[src/rtl/poly_pkg.sv]
// Shared definitions for the polynomial-unit front end: coefficient geometry,
// polyunit_core2 mode encodings and the sampler FSM states.
package poly_pkg;

  localparam int WID    = 12;
  localparam int Q      = 3329;
  localparam int NWORDS = 32;

  typedef enum logic [1:0] {
    M_NTT     = 2'd0,
    M_INTT    = 2'd1,
    M_DATAIN  = 2'd2,
    M_DATAOUT = 2'd3
  } mode_t;

  typedef enum logic [1:0] {
    S_IDLE = 2'd0,
    S_KICK = 2'd1,
    S_FILL = 2'd2,
    S_FIN  = 2'd3
  } state_t;

  // Slot 0 is the least-significant coefficient of a packed word.
  function automatic logic [4*WID-1:0] put_coef(input logic [4*WID-1:0] word,
                                                input logic [1:0]       slot,
                                                input logic [WID-1:0]   coef);
    logic [4*WID-1:0] r;
    r = word;
    case (slot)
      2'd0:    r[WID-1:0]         = coef;
      2'd1:    r[2*WID-1:WID]     = coef;
      2'd2:    r[3*WID-1:2*WID]   = coef;
      default: r[4*WID-1:3*WID]   = coef;
    endcase
    return r;
  endfunction

endpackage

[src/rtl/rej_parse.sv]
// Splits one 24-bit XOF beat into two 12-bit candidates and flags which ones
// fall below the modulus.
module rej_parse #(
  parameter int WID = poly_pkg::WID,
  parameter int Q   = poly_pkg::Q
) (
  input  logic [23:0]    in_data,
  output logic [WID-1:0] d1,
  output logic [WID-1:0] d2,
  output logic           acc1,
  output logic           acc2
);

  localparam logic [WID-1:0] QV = WID'(Q);

  // d1 = {b1[3:0], b0}, d2 = {b2, b1[7:4]}
  assign d1   = {in_data[11:8], in_data[7:0]};
  assign d2   = {in_data[23:16], in_data[15:12]};
  assign acc1 = (d1 < QV);
  assign acc2 = (d2 < QV);

endmodule

[src/rtl/poly_rej_sampler.sv]
// Rejection sampler feeding polyunit_core2: kicks it into data-in mode, then
// packs accepted coefficients four per word and writes one polynomial.
module poly_rej_sampler #(
  parameter int WID    = poly_pkg::WID,
  parameter int Q      = poly_pkg::Q,
  parameter int NWORDS = poly_pkg::NWORDS
) (
  input  logic                       clk,
  input  logic                       rst,
  input  logic                       start,
  input  logic                       in_valid,
  output logic                       in_ready,
  input  logic [23:0]                in_data,
  output logic [1:0]                 mode,
  output logic                       run,
  output logic [4*WID-1:0]           data_in,
  output logic [$clog2(NWORDS)-1:0]  data_in_add,
  output logic                       data_wr,
  output logic                       data_in_done,
  output logic                       busy,
  output logic                       done
);

  import poly_pkg::*;

  localparam int AW = $clog2(NWORDS);
  localparam int WW = 4*WID;
  localparam logic [AW-1:0] LAST_ADDR = AW'(NWORDS-1);

  state_t          state_q, state_d;
  logic [1:0]      pos_q, pos_d;
  logic [AW-1:0]   wcnt_q, wcnt_d;
  logic [WW-1:0]   acc_q, acc_d;
  logic            full_q, full_d;
  logic            data_wr_q, data_wr_d;
  logic [WW-1:0]   data_in_q, data_in_d;
  logic [AW-1:0]   data_in_add_q, data_in_add_d;

  logic [WID-1:0]  d1, d2;
  logic            acc1, acc2;
  logic            fire;

  rej_parse #(.WID(WID), .Q(Q)) u_parse (
    .in_data (in_data),
    .d1      (d1),
    .d2      (d2),
    .acc1    (acc1),
    .acc2    (acc2)
  );

  assign fire = in_valid && in_ready;

  always_comb begin
    state_d       = state_q;
    pos_d         = pos_q;
    wcnt_d        = wcnt_q;
    acc_d         = acc_q;
    full_d        = full_q;
    data_wr_d     = 1'b0;
    data_in_d     = data_in_q;
    data_in_add_d = data_in_add_q;

    case (state_q)
      S_IDLE: begin
        pos_d  = '0;
        wcnt_d = '0;
        acc_d  = '0;
        full_d = 1'b0;
        if (start) state_d = S_KICK;
      end
      S_KICK: state_d = S_FILL;
      S_FILL: begin
        // d1 is placed before d2; once the last word is out, leftovers are dropped.
        if (fire && acc1 && !full_d) begin
          acc_d = put_coef(acc_d, pos_d, d1);
          if (pos_d == 2'd3) begin
            data_wr_d     = 1'b1;
            data_in_d     = acc_d;
            data_in_add_d = wcnt_d;
            acc_d         = '0;
            pos_d         = 2'd0;
            if (wcnt_d == LAST_ADDR) full_d = 1'b1;
            else                     wcnt_d = wcnt_d + AW'(1);
          end else begin
            pos_d = pos_d + 2'd1;
          end
        end
        if (fire && acc2 && !full_d) begin
          acc_d = put_coef(acc_d, pos_d, d2);
          if (pos_d == 2'd3) begin
            data_wr_d     = 1'b1;
            data_in_d     = acc_d;
            data_in_add_d = wcnt_d;
            acc_d         = '0;
            pos_d         = 2'd0;
            if (wcnt_d == LAST_ADDR) full_d = 1'b1;
            else                     wcnt_d = wcnt_d + AW'(1);
          end else begin
            pos_d = pos_d + 2'd1;
          end
        end
        if (data_wr_q && (data_in_add_q == LAST_ADDR)) state_d = S_FIN;
      end
      S_FIN:   state_d = S_IDLE;
      default: state_d = S_IDLE;
    endcase
  end

  always_ff @(posedge clk) begin
    if (rst) begin
      state_q       <= S_IDLE;
      pos_q         <= '0;
      wcnt_q        <= '0;
      acc_q         <= '0;
      full_q        <= 1'b0;
      data_wr_q     <= 1'b0;
      data_in_q     <= '0;
      data_in_add_q <= '0;
    end else begin
      state_q       <= state_d;
      pos_q         <= pos_d;
      wcnt_q        <= wcnt_d;
      acc_q         <= acc_d;
      full_q        <= full_d;
      data_wr_q     <= data_wr_d;
      data_in_q     <= data_in_d;
      data_in_add_q <= data_in_add_d;
    end
  end

  assign in_ready     = (state_q == S_FILL) && !full_q;
  assign mode         = (state_q == S_KICK) ? M_DATAIN : M_NTT;
  assign run          = (state_q == S_KICK);
  assign busy         = (state_q != S_IDLE);
  assign data_in_done = (state_q == S_FIN);
  assign done         = (state_q == S_FIN);
  assign data_wr      = data_wr_q;
  assign data_in      = data_in_q;
  assign data_in_add  = data_in_add_q;

endmodule

[config.mk]
export PLATFORM = sky130hd
export DESIGN_NAME = poly_rej_sampler
export DESIGN_NICKNAME = d
export VERILOG_FILES = /design/src/rtl/poly_pkg.sv /design/src/rtl/rej_parse.sv /design/src/rtl/poly_rej_sampler.sv
export SDC_FILE = /design/constraint.sdc
export NUM_CORES = 1
export LEC_CHECK = 0
export ABC_AREA = 1
export CORE_ASPECT_RATIO = 0.5
export CORE_MARGIN = 5
export CORE_UTILIZATION = 25
export CTS_CLUSTER_DIAMETER = 100
export DETAILED_ROUTE_END_ITERATION = 10
export PLACE_DENSITY = 0.53
export SETUP_SLACK_MARGIN = 0.1
export SLEW_MARGIN = 15
export SYNTH_ARGS = -nofsm -noshare
export SYNTH_HDL_FRONTEND = slang
export SYNTH_SLANG_ARGS = --single-unit
[constraint.sdc]
create_clock -name clk -period 5.1 [get_ports clk]
set_input_delay 1.53 -clock clk [delete_from_list [all_inputs] [get_ports clk]]
set_output_delay 1.53 -clock clk [all_outputs]
set_load 0.02 [all_outputs]
Word level (Yosys, flattened, before mapping) --
Cells that the tools add are included.
Word-level totals: register bits 112, word-level logic and storage cells 98, output and inout port bits 61
Operators by class: equality and inequality tests 14, multiplexer cells 51, reductions and logical operators 18, bitwise logic cells 1, $lt $le $gt $ge 2, $add $sub $neg 4
Operators with widths (count):
- $mux W48 | 8
- $mux W12 | 8
- $pmux W48 S2 | 1
- $mux W5 | 11
- $lt A12 B12 Y1 const B | 2
- $mux W2 | 8
- $eq A5 B5 Y1 const B | 3
- $eq A2 B2 Y1 const B | 6
- $mux W1 | 11
- $add A5 B1 Y5 const B | 2
- $pmux W5 S2 | 1
- $pmux W2 S4 | 1
- $logic_and A1 B1 Y1 | 7
- $eq A2 B1 Y1 const B | 3
- $logic_not A2 Y1 | 3
- $reduce_or A3 Y1 | 2
- $add A2 B1 Y2 const B | 2
- $ne A2 B2 Y1 const B | 2
- $pmux W2 S2 | 1
- $reduce_bool A2 Y1 | 2
- $logic_not A1 Y1 | 2
- $pmux W1 S2 | 1
- $reduce_and A2 Y1 | 1
- $reduce_or A2 Y1 | 1
- $not A1 Y1 | 1

Logic depth before layout (Yosys ltp) --
depth in word-level cells 13, depth in mapped cells 20, mapped depth without buffers 18

Cells and area by module --
From an unflattened synthesis, not the netlist that was laid out.
Unflattened totals: cell total of the unflattened synthesis 1311, area, all modules 7643.6 um2
By module, submodules not included:
- poly_rej_sampler | times used 1, seq. area each 2242.2 um2, cells an instance 1243, area each 7275.7 um2
- rej_parse | times used 1, seq. area each 0.0 um2, cells an instance 68, area each 367.9 um2

Worst setup path before layout --
No wires, ideal clock.
path kind input to register, start in in_data[0], end reg data_in_add_q[4] (netlist: data_in_add[4]), stages on the path 16, data arrival time 3.785 ns, setup time 0.070 ns, path slack 1.245 ns, data required time 5.030 ns, path through nor2_1 > nand2_1 > o21ai_2 > nand2_2 > clkbuf_1 > nor2_1 > o21bai_1 > inv_1 > ha_1 > clkinv_1 > clkbuf_1 > clkbuf_1 > nand2_1 > o21ai_0 > nand2_1 > a21oi_1
Between the ends: word-level cells in the longest chain between the ends 8
RTL lines:
- start: declaration | RTL line poly_rej_sampler.sv:13 | input logic [23:0] in_data,
- $lt A12 B12 Y1 * | RTL line rej_parse.sv:19 | assign acc1 = (d1 < QV);
- $logic_and A1 B1 Y1 * (2 in a row) | RTL line poly_rej_sampler.sv:74 | if (fire && acc1 && !full_d) begin
- $mux W2 / $mux W1 (equally long branches) | RTL line poly_rej_sampler.sv:74
- $mux W2 / $mux W1 (equally long branches) | RTL line poly_rej_sampler.sv:63 | case (state_q)
- $eq A2 B2 Y1 / $logic_not A1 Y1 (equally long branches) | RTL line poly_rej_sampler.sv:90, poly_rej_sampler.sv:88
- $mux W5 / $logic_and A1 B1 Y1 (equally long branches) | RTL line poly_rej_sampler.sv:90, poly_rej_sampler.sv:88
- $mux W5 * | RTL line poly_rej_sampler.sv:88 | if (fire && acc2 && !full_d) begin
- end signal: assignment | RTL line poly_rej_sampler.sv:127 | data_in_add_q <= data_in_add_d;
- end: declaration | RTL line poly_rej_sampler.sv:37 | logic [AW-1:0] data_in_add_q, data_in_add_d;
Mark *: on every way between the ends. The rest lies on a longest branch, timed or not. The select of a mux whose other input is x is not followed. A chain may end at the register's enable or synchronous reset.

Worst setup path after layout --
start in in_data[0], end reg acc_q[18]
Between the ends: word-level cells in the longest chain between the ends 10
RTL lines:
- $lt A12 B12 Y1 * | RTL line rej_parse.sv:19
- $logic_and A1 B1 Y1 * (2 in a row) | RTL line poly_rej_sampler.sv:74
- $mux W2 | RTL line poly_rej_sampler.sv:74
- $mux W2 | RTL line poly_rej_sampler.sv:63
- $eq A2 B1 Y1 | RTL line poly_pkg.sv:29 | case (slot)
- $mux W12 | RTL line poly_pkg.sv:29
- $mux W48 | RTL line poly_rej_sampler.sv:90 | if (pos_d == 2'd3) begin
- $mux W48 * | RTL line poly_rej_sampler.sv:88
- $pmux W48 S2 * | RTL line poly_rej_sampler.sv:63
- end signal: assignment | RTL line poly_rej_sampler.sv:114 | acc_q <= '0;
- end signal: assignment | RTL line poly_rej_sampler.sv:123 | acc_q <= acc_d;
- end: declaration | RTL line poly_rej_sampler.sv:33 | logic [WW-1:0] acc_q, acc_d;
Marked as above.

==> impl_metrics.csv <==
group,metric,value,unit
worst_setup_path,cp_max_fo,15,
clock_network,cts_tree,"yes",
synthesis,synth-seq-area-share,27.8,%
finish,register_area,2000,µm²
min_path,whs_path_depth,2,
power,pwr-share-seq,34.0,%
drt,num_vias,8214,
global_route,grt_pass1_vias,7319,
die,io_pins,89,
synthesis,synth_compound_area_share,13.9,%
finish,layout-drive-gt1-share,4.97,%
power,ir_drop,213,µV
timing,worst_pin_slew,0.983,ns
timing,fin_crit_sh,88.9,%
clock_network,cts.sinks,100,
synthesis,avgSynthCellArea,5.61,µm²
worst_setup_path,crit_chain,"clkdlybuf4s50_1 > nor2_1 > nand2_1 > o21ai_2 > nand2_2 > o21ai_0 > inv_1 > ha_1 > inv_1 > nand3_1 > nand3_1 > nor2_1 > o21ai_1 > nand2_1",
clock_network,cts_root_buf,"clkbuf_16",
die,die_area,32500,µm²
clock_network,clk_latency,0.37,ns
die,rows,43,
finish,multi_input_area,4600,µm²
drt,drt_iter0_drc,670,
placed_design,place_ws,0.210,ns
power,swShare,40.8,%
finish,postLayoutCellArea,8730,µm²
worst_setup_path,worst-r2r-cell-count,16,
synthesis,synth_top_family_by_area,"simple AND/OR/NAND/NOR gates",
synthesis,synth_top_area_share,31.2,%
timing,fmax,0.221,GHz
clock_network,cts_buffers,9,
die,die_h,130,µm
timing,hold_slack,0.469,ns
synthesis,synth_xor_area_share,0.122,%
clock_network,cts_resized,0,
clock_network,cts_setup_buffers,0,
global_route,grt-ovfl-total,0,
power,combPwrFrac,35.1,%
clock_network,hold_buffers,0,
placed_design,dp_hpwl,17800,µm
timing,min_period,4.53,ns
synthesis,synthCells,1284,
timing,clock_skew,0.00968,ns
drt,postRouteAntennaNets,0,
timing,hold_violations,0,
finish,num-fill-cells,3119,
placed_design,numPortBuffers,87,
finish,layout.nets,1367,
timing,setup_tns,0,ns
global_route,grt_pass1_wl,43000,µm
outcome,outcome,"finished, final reports clean",
global_route,grt_max_degree,96,
drt,viasPerCell,4.80,
power,pwr_density_cell,275,nW/µm²
synthesis,ys.warnings.count,0,
clock_network,clk_path_buf_depth,2,
timing,setup_viol,0,
timing,setup_ws,0.566,ns
synthesis,synth_seq_cells,100,
power,power,2.40,mW
synthesis,synth_mux_area_share,1.56,%
synthesis,synth_fp_nets,1327,
clock_network,cts-htree-levels,3,
drt,wl_per_cell,16.2,µm
finish,final_common_cell,"nand2_1",
power,intPower,1.42,mW
timing,grt_setup_unrepaired,"false",
drt,drtPass1Iterations,5,
synthesis,synthTopCellsByArea,"nand2_1 (31%), dfxtp_1 (28%), nand3_1 (8.8%)",
die,start_util,25.7,%
finish,final_cells,1711,
worst_setup_path,crit_slowest_cell,"clkdlybuf4s50_1",
finish,antenna_cells,0,
worst_setup_path,cp.arrival,4.80,ns
finish,areaGrowthSynthToFinish,21.3,%
worst_setup_path,cp.required,5.36,ns
power,pwr-share-clk,30.9,%
job,drv_cap,0,
global_route,grt_usage,16.7,%
synthesis,synthAdderAreaFrac,2.61,%
synthesis,netlist_area,7200,µm²
placed_design,placedCellCount,1695,
clock_network,clk_pin_slew,0.08,ns
die,fp.dieW,250,µm
synthesis,synth_top_cell_by_area,"nand2_1",
die,fp.coreArea,28000,µm²
timing,drv_slew,0,
timing,slew_headroom,34.4,%
synthesis,yosys.area_share.simple,45.4,%
drt,drc_errors,0,
synthesis,yosysUniqueCellTypes,28,
finish,final_cell_mix,"nand2_1 (598), nand3_1 (127), a21oi_1 (102)",
worst_setup_path,slowest_delay,0.66,ns
worst_setup_path,crit_path_end_kind,"register",
placed_design,gp_congestion,0.823,
worst_setup_path,start_kind,"primary input",
drt,totalWireLength,27800,µm
power,power_switching,979,µW
min_path,worstHoldPathType,"register to register",
placed_design,dpl_cell_area,8430,µm²
finish,utilization,31.1,%
global_route,antenna_found_initial,1,
worst_setup_path,crit_type,"primary input to register",
power,leakagePower,3.62,nW
-- area by class of cell --
| type | instances | area share (%) |
|---|---|---|
| Multi-Input combinational cell | 1033 | 52.7 |
| Clock buffer | 9 | 2.58 |
| Inverter | 70 | 3.01 |
| Timing Repair Buffer | 110 | 12.5 |
| Clock inverter | 7 | 0.874 |
| Tap cell | 382 | 5.47 |
| Sequential cell | 100 | 22.9 |
-- path summary, 6_finish.rpt --
kind,from,end,slack (ns)
setup reg to reg,state_q[0],acc_q[18],1.66
setup / recovery,in_data[0],acc_q[18],0.57
hold reg to reg,acc_q[23],acc_q[23],0.47
hold / removal,acc_q[23],acc_q[23],0.47
-- power by group through the flow --
stage	logic (mW)	registers (mW)	clock network, mW
3_5_place_dp	0.836	0.834	0
3_3_place_gp	0.839	0.835	0
6_report	0.842	0.815	0.740
2_1_floorplan	0.549	0.833	0
4_1_cts	0.838	0.816	0.761
5_1_grt	0.921	0.820	0.786
-- cell families after synthesis --
logic type | after synthesis
flops | 100
buf+inv | 151
fa+ha+maj | 15
mux | 10
compound gates | 197
simple gates | 809
other cells | 1
xor+xnor | 1
-- Yosys cell counts --
cell	number
a211oi_1	1
a21oi_1	102
buf_1	4
buf_2	21
buf_4	6
clkbuf_1	50
clkinv_1	1
conb_1	1
dfxtp_1	100
ha_1	15
inv_1	65
inv_2	4
mux2_2	10
nand2_1	599
nand2_2	1
nand3_1	127
nand3b_1	3
nand4_1	7
nor2_1	63
nor2_4	5
nor3_1	4
o211ai_1	1
o21ai_0	59
o21ai_1	30
o21ai_2	1
o21bai_1	2
o22ai_1	1
xor2_1	1
-- worst max-delay path: cells and delay by family --
family,cells,cell delay [ns]
AOI/OAI and AO/OA,3,0.85
adders and majority gates,1,0.28
buffers and inverters,3,1.17
and+or+nand+nor,7,0.95
-- layer usage --
metal	routed length [µm]	global-route usage, %	up-vias
met5	13	0	-
met4	595	4.87	2
met3	1580	2.93	43
met2	12600	27.3	232
met1	13000	22.9	3751
li1	-	-	4186
-- flip-flops by register name, indices dropped and copies added, names as in the netlist --
register	flops
acc_q	36
data_in	48
data_in_add	5
data_wr	1
full_q	1
pos_q	2
state_q	2
wcnt_q	5
No activity file was read; power rests on OpenSTA's default activity.
